**config.mk**
```make
export PLATFORM = sky130hd
export DESIGN_NAME = pipe_skid_reg
export DESIGN_NICKNAME = d
export VERILOG_FILES = /design/src/rtl/pipe_skid_reg.sv
export SDC_FILE = /design/constraint.sdc
export NUM_CORES = 1
export LEC_CHECK = 0
export BUFFER_PORTS_ARGS = -buffer_cell sky130_fd_sc_hd__buf_4
export CORE_MARGIN = 2
export CORE_UTILIZATION = 40
export CTS_BUF_LIST = sky130_fd_sc_hd__clkbuf_16
export DETAILED_ROUTE_END_ITERATION = 6
export PLACE_DENSITY = 0.59
export SYNTH_ARGS = -nofsm -noshare
export SYNTH_HDL_FRONTEND = slang
export SYNTH_SLANG_ARGS = --single-unit
```
**constraint.sdc**
```tcl
create_clock -name clock -period 4.16 [get_ports clock]
set_clock_uncertainty 0.2 [all_clocks]
set_input_delay 0.208 -clock clock [delete_from_list [all_inputs] [get_ports clock]]
set_output_delay 0.208 -clock clock [all_outputs]
set_load 0.02 [all_outputs]
```
**src/rtl/pipe_skid_reg.sv**
```systemverilog
// Pipeline register stage with valid/ready handshake and a 2-entry skid buffer.
// in_ready depends only on registered state plus flush/reset gating, so out_ready never reaches it combinationally.
module pipe_skid_reg #(
  parameter int unsigned            WIDTH       = 32,
  parameter logic [WIDTH-1:0]       RESET_VALUE = '0
) (
  input  logic             clock,
  input  logic             reset,
  input  logic             flush,
  input  logic             in_valid,
  output logic             in_ready,
  input  logic [WIDTH-1:0] in_data,
  output logic             out_valid,
  input  logic             out_ready,
  output logic [WIDTH-1:0] out_data,
  output logic [1:0]       occupancy
);

  typedef enum logic [1:0] {
    EMPTY = 2'd0,
    ONE   = 2'd1,
    TWO   = 2'd2
  } state_t;

  state_t           state_q, state_d;
  logic [WIDTH-1:0] main_q, main_d;
  logic [WIDTH-1:0] skid_q, skid_d;
  logic             accept, take;

  always_ff @(posedge clock or posedge reset) begin
    if (reset) begin
      state_q <= EMPTY;
      main_q  <= RESET_VALUE;
      skid_q  <= RESET_VALUE;
    end else begin
      state_q <= state_d;
      main_q  <= main_d;
      skid_q  <= skid_d;
    end
  end

  always_comb begin
    in_ready  = (state_q != TWO) && !flush && !reset;
    out_valid = (state_q != EMPTY);
    out_data  = main_q;
    accept    = in_valid && in_ready;
    take      = out_valid && out_ready;
    case (state_q)
      EMPTY:   occupancy = 2'd0;
      ONE:     occupancy = 2'd1;
      TWO:     occupancy = 2'd2;
      default: occupancy = 2'd0;
    endcase
  end

  always_comb begin
    state_d = state_q;
    main_d  = main_q;
    skid_d  = skid_q;
    case (state_q)
      EMPTY: begin
        if (accept) begin
          main_d  = in_data;
          state_d = ONE;
        end
      end
      ONE: begin
        if (accept && take) begin
          main_d = in_data;
        end else if (accept) begin
          skid_d  = in_data;
          state_d = TWO;
        end else if (take) begin
          state_d = EMPTY;
        end
      end
      TWO: begin
        // accept is already blocked by flush; the skid->main move must be too,
        // so a flush leaves both data registers untouched.
        if (take && !flush) begin
          main_d  = skid_q;
          state_d = ONE;
        end else if (take) begin
          state_d = ONE;
        end
      end
      default: state_d = EMPTY;
    endcase
    if (flush) state_d = EMPTY;
  end

endmodule

```
==> impl_results.md, run 1 <==
* Area added between synthesis and finish at 42.9%
* Port bufs at 72
* Clock Latency Late Sink at 0.32 ns
* Setup CP Type: reg -> reg
* CTS Buf Count at 9
* Drt initial violations at 46
* Clk sinks at 66
* Cells after Synth at ~230
* Vias in the first global route at 2029
* Min Tclk post-route at 2.31 ns
* Dpl ws at 2.12 ns
* Critical path's largest stage delay at 0.57 ns
* Die ar. at 7850 um^2
* Final ANT Viol Nets at 0
* PostCTS Resize Cnt at 0
* Peak supply drop at 273 uV
* Non-Filler Cell Area, Final at 4090 um^2
* Commonest non-fill, non-tap cells in the layout: buf_4 (76), dfrtp_1 (66), dlygate4sd3_1 (35), nand2_1 (33), mux2_2 (33)
* Max Slew Vio Count at 0
* GRT overflow at 0
* Worst slew pin tran at 0.791 ns
* Crit path max fanout at 20
* Antenna diodes at 0
* Largest net degree at the start of global routing at 65
* Core Box Area at a little under 7000 um^2
* Final Hold Fails at 0
* Synth Register Bits at between 60 and 70
* Placed Area at 3460 um^2
* CTS tree: built
* Hold_ws at 0.211 ns
* Leakage power at 2.19 nW
* CTS clk-pin slew, worst paths at 0.05 ns
* RSZ-0062 raised after global routing: no
* CTS root buf: clkbuf_16
* # H-tree levels at 3
* Mapped cell area at ~2900 um^2
* Initial core utilization at 41.7%
* Worst endpoint required time at 4.16 ns
* Nets at 373
* Setup ws final at 1.85 ns
* DRT Pass-1 Iters at 4
* Setup TNS at 0 ns
* Worst Hold Depth at 3
* DRC Markers at 0
* Commonest non-fill, non-tap cell in the layout: buf_4
* Yosys warns at 0
* Crit-path slowest cell: nand2b_2
* Mean Syn Cell Area at 12.6 um^2
* Num ports at 73
* CP Cell Sequence: nand2b_2, inv_1, a31oi_1, nor3_1, dlygate4sd3_1
* Fin util at 59.6%
* Power per cell area at roughly 480 nW/um^2
* Antenna violations before repair at 0
* Maximum operating frequency at ~0.43 GHz
* Routed vias at 2026
* Die Ht at 88.6 um
* Final Setup Violations at 0
* Distinct cell type count after synthesis at 21
* Critical path capture point type: register
* First-pass GRT wire length at 9.52 mm
* Via-per-instance ratio at between 4 and 5
* Worst Reg-to-Reg Cells at 5
* Gpl congestion at 0.720
* DP Wirelength at 3.55 mm
* Total Routing Usage GR at 16.1%
* Register area share after synthesis at around 58%
* Die W at 88.6 um
* Routed WL at 5.81 mm
* Final period util at 55.4%
* Status: finished, final reports clean
* Deepest clock path buffer count at 2
* Max Cap Viol at 0
* Syn_nets at about 260
* Crit path DAT at 2.31 ns
* Fraction of layout cells with a size suffix above 1 at 37.5%
* Slew Limit Headroom at a little under half
* Row cnt at 30
* Startpoint Class: register
* Hold Crit Class: in -> reg
* Routed WL per cell at roughly 13 um
==> final cells by class <==
cell class	instances	area [um^2]
Fill cell	596	2780
Sequential cell	66	1650
Multi-Input combinational cell	145	1100
Timing Repair Buffer	111	921
Clock buffer	9	225
Tap cell	96	120
Clock inverter	7	61.3
Inverter	3	11.3
==> state kept, by name, indices dropped and copies added (netlist names) <==
register / count
out_data: 32
state_q: 2
skid_q: 32
==> what timing repair did <==
action	in CTS	in global routing
hold buffers	35	0
hold endpoints to repair	93	0
setup endpoints to repair	0	0
buffers inserted	0	0
==> worst paths after layout <==
kind	start	end	slack, ns
worst max-delay path	state_q[0]	state_q[1]	1.85
worst min-delay path	out_ready	state_q[0]	0.21
max in group asynchronous	reset	state_q[0]	2.43
min in group asynchronous	reset	skid_q[13]	0.44
worst min register to register	out_data[0]	out_data[0]	0.27
worst max register to register	state_q[0]	state_q[1]	1.85
==> cell usage after synthesis <==
master    instances  area (um^2)
a31oi_1           1         6.26
nand2b_1          3         18.8
o21ai_1           2         10.0
nor2b_1           1         6.26
inv_1             3         11.3
and3b_1           1         8.76
nor3_1            2         10.0
o21ai_0          30          150
buf_2             6         30.0
or2_2             1         6.26
nor4b_1           2         17.5
nor2_1            1         3.75
clkbuf_1          1         3.75
mux2_2           33          372
nor4bb_2          1         16.3
buf_6             6         67.6
nand2_1          33          124
dfrtp_1          66         1650
mux2i_1          32          320
o31ai_4           1         21.3
o31a_1            1         8.76
==> critical path, delay by kind of cell, from the launching register on <==
kind / cells / cell delay [ns]
AO/OA/AOI/OAI: 1 / 0.18
buffers and inverters: 2 / 0.76
flip-flops: 1 / 0.41
AND/OR/NAND/NOR: 2 / 0.63
==> report_power, final <==
part	total, mW	leakage (nW)	switching [mW]	internal, mW
clock network	0.715	0.148	0.259	0.456
logic	0.401	1.20	0.195	0.207
registers	0.832	0.844	0.0631	0.768
==> routing by layer <==
metal	global-route usage, %	part of all wire, %	vias to the layer above
met5	0	0	-
li1	-	-	1016
met3	4.10	4.5	10
met1	21.0	47	946
met4	7.58	2.2	0
met2	25.4	47	54
==> kinds of logic (layout without fill, tap and decap cells) <==
group | count (synthesis) | in the layout | share of synthesized area (%)
AND/OR/NAND/NOR | 45 | 45 | 7.38
AO/OA/AOI/OAI | 35 | 35 | 6.86
multiplexers | 65 | 65 | 24.2
buffers and inverters | 16 | 130 | 3.93
flip-flops | 66 | 66 | 57.7
==> through the flow <==
| step | total power [mW] | cells |
|---|---|---|
| after detailed placement | 1.22 | 386 |
| after CTS | 1.98 | 437 |
| after global placement | 1.21 | 386 |
| final | 1.95 | 437 |
| after floorplan | 1.06 | 227 |
| after global routing | 2.06 | 437 |
No activity file was read; power rests on OpenSTA's default activity.
==> run 2, diff against run 1 <==
- PLACE_DENSITY: 0.59 -> 0.61
- clock period: 4.16 -> 2.12 ns (I/O delays scaled with it)
==> run 2 against run 1 <==
Largest cell class unchanged. Sequential cell count unchanged. Wire length shrank 0.52%. Die area stayed put. Global-route usage grew 0.34 points. Sequential share of layout area is 0.49 points lower. Critical path depth did not move. First-iteration DRC count up 61%.
==> impl_results.md, run 2 (synthesis gave the netlist of run 1 again) <==
* First-pass GRT wire length at 9.72 mm
* Crit path max fanout at 7
* Crit path DAT at roughly 1.9 ns
* Routed WL at 5.78 mm
* Non-Filler Cell Area, Final at 4140 um^2
* Placed insts at 390
* # H-tree levels at 3
* Antenna diodes at 0
* Largest net degree at the start of global routing at just over 40
* Initial core utilization at about two fifths
* RSZ-0062 raised after global routing: no
* Area added between synthesis and finish at 44.6%
* Hold Crit Class: in -> reg
* Setup Fix Bufs, Post-CTS at 0
* Critical path depth in cells at 5
* Fraction of layout cells with a size suffix above 1 at 38.8%
* Setup ws final at 0.277 ns
* DRT Pass-1 Iters at 4
* Reg2Reg Capture Point: state_q[1]
* Slew Limit Headroom at 64.5%
* GRT overflow at 0
* CTS tree: built
* Deepest clock path buffer count at 2
* CP delay by family, top: buffers and inverters
* CTS Buf Count at 9
* DP Wirelength at between 3 and 4 mm
* Reg2reg start: state_q[0]
* Final period util at 86.9%
* Leakage power at 2.21 nW
* Row cnt at 30
* Die Ht at between 80 and 90 um
* Antenna violations before repair at 0
* Placed Area at 3500 um^2
* Gpl congestion at 0.725
* Setup TNS at 0 ns
* Worst slew pin tran at 0.526 ns
* Total Routing Usage GR at 16.5%
* CTS clk-pin slew, worst paths at 0.05 ns
* Die W at roughly 89 um
* PostCTS Resize Cnt at 0
* Critical Path Start: state_q[0]
* Status: finished, final reports clean
* Critical path capture point type: register
* Clock Latency Late Sink at 0.33 ns
* Vias in the first global route at 2132
* Final Hold Fails at 0
* Total Power at about 4 mW
* Final ANT Viol Nets at 0
* Layout filler cell count at 566
* Max Cap Viol at 0
* Crit-path slowest cell: dlygate4sd3_1
* Num ports at 73
* Clk sinks at 66
* Maximum operating frequency at 0.543 GHz
* Layout Cells excl Fill at 441
* CP bufs+invs at 2
* Power per cell area at about 940 nW/um^2
* Routed WL per cell at 13.1 um
* Reg2reg setup slack at 0.28 ns
* Setup CP Type: reg -> reg
* CTS root buf: clkbuf_16
* Min Tclk post-route at between 1.5 and 2 ns
* Nets at 377
* Startpoint Class: register
* Drt initial violations at 74
* Final Setup Violations at 0
* Via-per-instance ratio at 4.66
* Max Slew Vio Count at 0
* Worst setup path endpoint: state_q[1]
* Routed vias at slightly above 2000
* Dpl ws at 0.313 ns
* Die ar. at 7850 um^2
* Port bufs at around 70
* Worst endpoint required time at 2.19 ns
* Commonest non-fill, non-tap cells in the layout: buf_4 (79), dfrtp_1 (66), dlygate4sd3_1 (35), nand2_1 (33), mux2_2 (33)
* Peak supply drop at between 400 and 500 uV
* Critical path's largest stage delay at 0.56 ns
* DRC Markers at 0
* Worst Reg-to-Reg Cells at 5
* Core Box Area at 6870 um^2
* CP Cell Sequence: nand2b_2, inv_1, a31oi_1, nor3_1, dlygate4sd3_1
* Commonest non-fill, non-tap cell in the layout: buf_4
[run 2: cell types whose count changed in the layout (fill, tap and decap cells not counted)]
cell	before	now
buf_4	76	79
clkinvlp_4	0	2
buf_12	0	1
clkinv_1	1	0
clkinv_4	1	0
inv_1	3	2
inv_6	0	1
[run 2: worst min path at each step]
stage	slack, ns	start	end	depth (start not counted)
2_1_floorplan	-0.02	out_ready	state_q[1]	1
3_3_place_gp	0.09	reset	out_data[13]	3
3_5_place_dp	0.09	reset	out_data[13]	3
4_1_cts	0.10	out_ready	state_q[0]	3
5_1_grt	0.13	out_ready	state_q[0]	3
6_report	0.10	out_ready	state_q[0]	3
[run 2: per-layer routing]
layer | wire, um | global-route usage [%]
met1 | 2740 | 20.5
met2 | 2690 | 26.5
met3 | 248 | 4.48
met4 | 110 | 8.26
met5 | 0 | 0
[run 2: cell type report]
cell class	count	area [um^2]	share of cell area [%]
clock buffers	9	225	5.44
clock inverters	7	68.8	1.66
inverters	3	11.3	0.272
multi-input cells	145	1100	26.6
flip-flops and latches	66	1650	39.9
well taps	96	120	2.90
repair buffers	115	963	23.3
[run 2: through the flow]
stage	hold slack [ns]	util (%)
floorplan	-0.0232	-
global placement	0.0879	50.9
detailed placement	0.0861	50.9
CTS	0.102	60.3
global route	0.128	60.3
finish	0.105	60.3
[run 2: power breakdown]
part	internal, mW	total, mW	switching [mW]
Combinational	0.412	0.795	0.383
Clock	0.906	1.46	0.551
Sequential	1.51	1.63	0.127
Total	2.83	3.89	1.06
[run 2: what timing repair did]
action                                  4_1_cts  5_1_grt
endpoints found under the setup margin        0        0
hold endpoints to repair                    132        0
hold buffers                                 35        0
[run 2: tightest hold or removal path, cell delays in order]
cell and delay, ns:
buf_4 0.10, and3b_1 0.22, o31a_1 0.16
==> run 3, diff against run 2 <==
- CTS_BUF_LIST: sky130_fd_sc_hd__clkbuf_16 -> sky130_fd_sc_hd__clkbuf_4
- REMOVE_ABC_BUFFERS: not set -> 1
==> run 3 against run 2 <==
Global-route usage is 0.47 points lower. Power is 19% lower. Sequential share of layout area is 1.1 points higher. Final cell count is 0.45% higher. Critical endpoint is now out_data[1]. Maximum frequency is 0.38% lower. Critical path depth stayed put. Largest cell class unchanged. Largest power group unchanged.
==> impl_results.md, run 3 (synthesis gave the netlist of run 1 again) <==
* Crit path max fanout at 36
* Status: finished, final reports clean
* Worst Hold Depth at 3
* Hold Crit Class: in -> reg
* Area added between synthesis and finish at 40.8%
* Slew Limit Headroom at roughly 66%
* Fraction of layout cells with a size suffix above 1 at about 39%
* Non-Filler Cell Area, Final at between 4000 and 5000 um^2
* Initial core utilization at 41.7%
* Peak supply drop at 437 uV
* CTS Buf Count at 9
* Final ANT Viol Nets at 0
* Die Ht at 88.6 um
* Final Setup Violations at 0
* Hold EP: state_q[0]
* Power per cell area at 783 nW/um^2
* DRC Markers at 0
* DP Wirelength at roughly 3.7 mm
* Gpl congestion at roughly 0.76
* Antenna diodes at 0
* Final Hold Fails at 0
* Placed Area at 3520 um^2
* Crit-path slowest cell: nor4b_1
* Setup CP Type: reg -> reg
* Placed insts at 388
* Routed vias at between 2000 and 2500
* GRT overflow at 0
* Port bufs at 72
* Total Routing Usage GR at 16.0%
* Layout filler cell count at 595
* DRT Pass-1 Iters at 4
* Hold_sp: in_valid
* Critical path's largest stage delay at between 0.5 and 0.6 ns
* RSZ-0062 raised after global routing: no
* Crit path DAT at 1.93 ns
* Core Box Area at about 6900 um^2
* Final period util at 87.2%
* Setup ws final at 0.270 ns
* CTS clk-pin slew, worst paths at 0.11 ns
* Layout Cells excl Fill at 443
* Commonest non-fill, non-tap cell in the layout: buf_4
* CTS root buf: clkbuf_4
* Drt initial violations at 109
* Reg2reg start: state_q[1]
* Die W at 88.6 um
* Min Tclk post-route at 1.85 ns
* Max Slew Vio Count at 0
* Reg2Reg Capture Point: out_data[1]
* Clk sinks at 66
* Worst slew pin tran at 0.499 ns
* Die ar. at 7850 um^2
* Row cnt at 30
* Setup TNS at 0 ns
* Via-per-instance ratio at between 4 and 5
* Clock Latency Late Sink at approximately 0.40 ns
* Critical path capture point type: register
* CP Cell Sequence: nor4b_1, o31ai_4, buf_4, nand2_1, o21ai_0
* # H-tree levels at 3
* Nets at approximately 380
* Leakage power at 2.16 nW
* Routed WL at just under 6 mm
* Worst Reg-to-Reg Cells at 5
* Routed WL per cell at 13.1 um
* Num ports at 73
* Startpoint Class: register
* First-pass GRT wire length at 9.40 mm
* Reg2reg setup slack at 0.27 ns
* Antenna violations before repair at 0
* Largest net degree at the start of global routing at 67
* Vias in the first global route at 2003
* Dpl ws at 0.294 ns
* Worst endpoint required time at 2.20 ns
* Maximum operating frequency at 0.541 GHz
* Max Cap Viol at 0
* Commonest non-fill, non-tap cells in the layout: buf_4 (77), dfrtp_1 (66), dlygate4sd3_1 (36), nand2_1 (33), mux2_2 (33)
* CTS tree: built
* Deepest clock path buffer count at 2
[run 3: worst max-delay path by stage]
stage          slack, ns  depth (start not counted)           end        from
4_1_cts             0.12                          5    state_q[1]  state_q[0]
6_report            0.27                          5   out_data[1]  state_q[1]
3_3_place_gp        0.36                          5  out_data[30]  state_q[1]
3_5_place_dp        0.29                          5   out_data[1]  state_q[1]
5_1_grt             0.12                          5   out_data[3]  state_q[1]
2_1_floorplan      -0.76                          3      in_ready  state_q[0]
[run 3: timing repair]
item | in CTS | in global routing
gates cloned | 0 | 0
endpoints found under the hold margin | 132 | 0
resized for setup | 1 | 0
setup buffers | 0 | 3
hold buffers | 36 | 0
endpoints found under the setup margin | 1 | 1
[run 3: layer usage]
layer	vias up	wire, um	GRT usage, %	part of all wire [%]
met3	7	250	4.85	4.3
met4	0	68	6.75	1.2
li1	1027	-	-	-
met2	53	2730	24.9	47
met1	991	2780	20.9	48
met5	-	0	0	0
[run 3: per-stage QoR]
step | power (mW) | utilization (%) | hold WS, ns
final | 3.16 | 58.7 | 0.144
after global routing | 3.36 | 58.7 | 0.105
after CTS | 3.20 | 58.4 | 0.119
after detailed placement | 2.42 | 51.3 | 0.0667
after global placement | 2.39 | 51.3 | 0.0657
after floorplan | 2.06 | - | -0.0232
[run 3: area by class of cell]
| type | count | area (um^2) | area share (%) |
|---|---|---|---|
| multi-input combinational | 145 | 1110 | 27.5 |
| timing repair buffer | 117 | 1020 | 25.3 |
| sequential | 66 | 1650 | 41.0 |
| inverter | 3 | 11.3 | 0.279 |
| tap | 96 | 120 | 2.98 |
| clock inverter | 7 | 55.1 | 1.37 |
| clock buffer | 9 | 67.6 | 1.68 |
[run 3: worst max-delay path: cells and delay by family (launching register included)]
kind / cells / cell delay, ns
AOI/OAI and AO/OA: 2 / 0.16
buffers and inverters: 1 / 0.24
DFF: 1 / 0.49
and+or+nand+nor: 2 / 0.63
[run 3: power by group]
group / total (mW) / internal (mW) / switching [mW]
Combinational: 0.798 / 0.414 / 0.384
Sequential: 1.63 / 1.50 / 0.130
Clock: 0.726 / 0.248 / 0.479
Total: 3.16 / 2.16 / 0.993
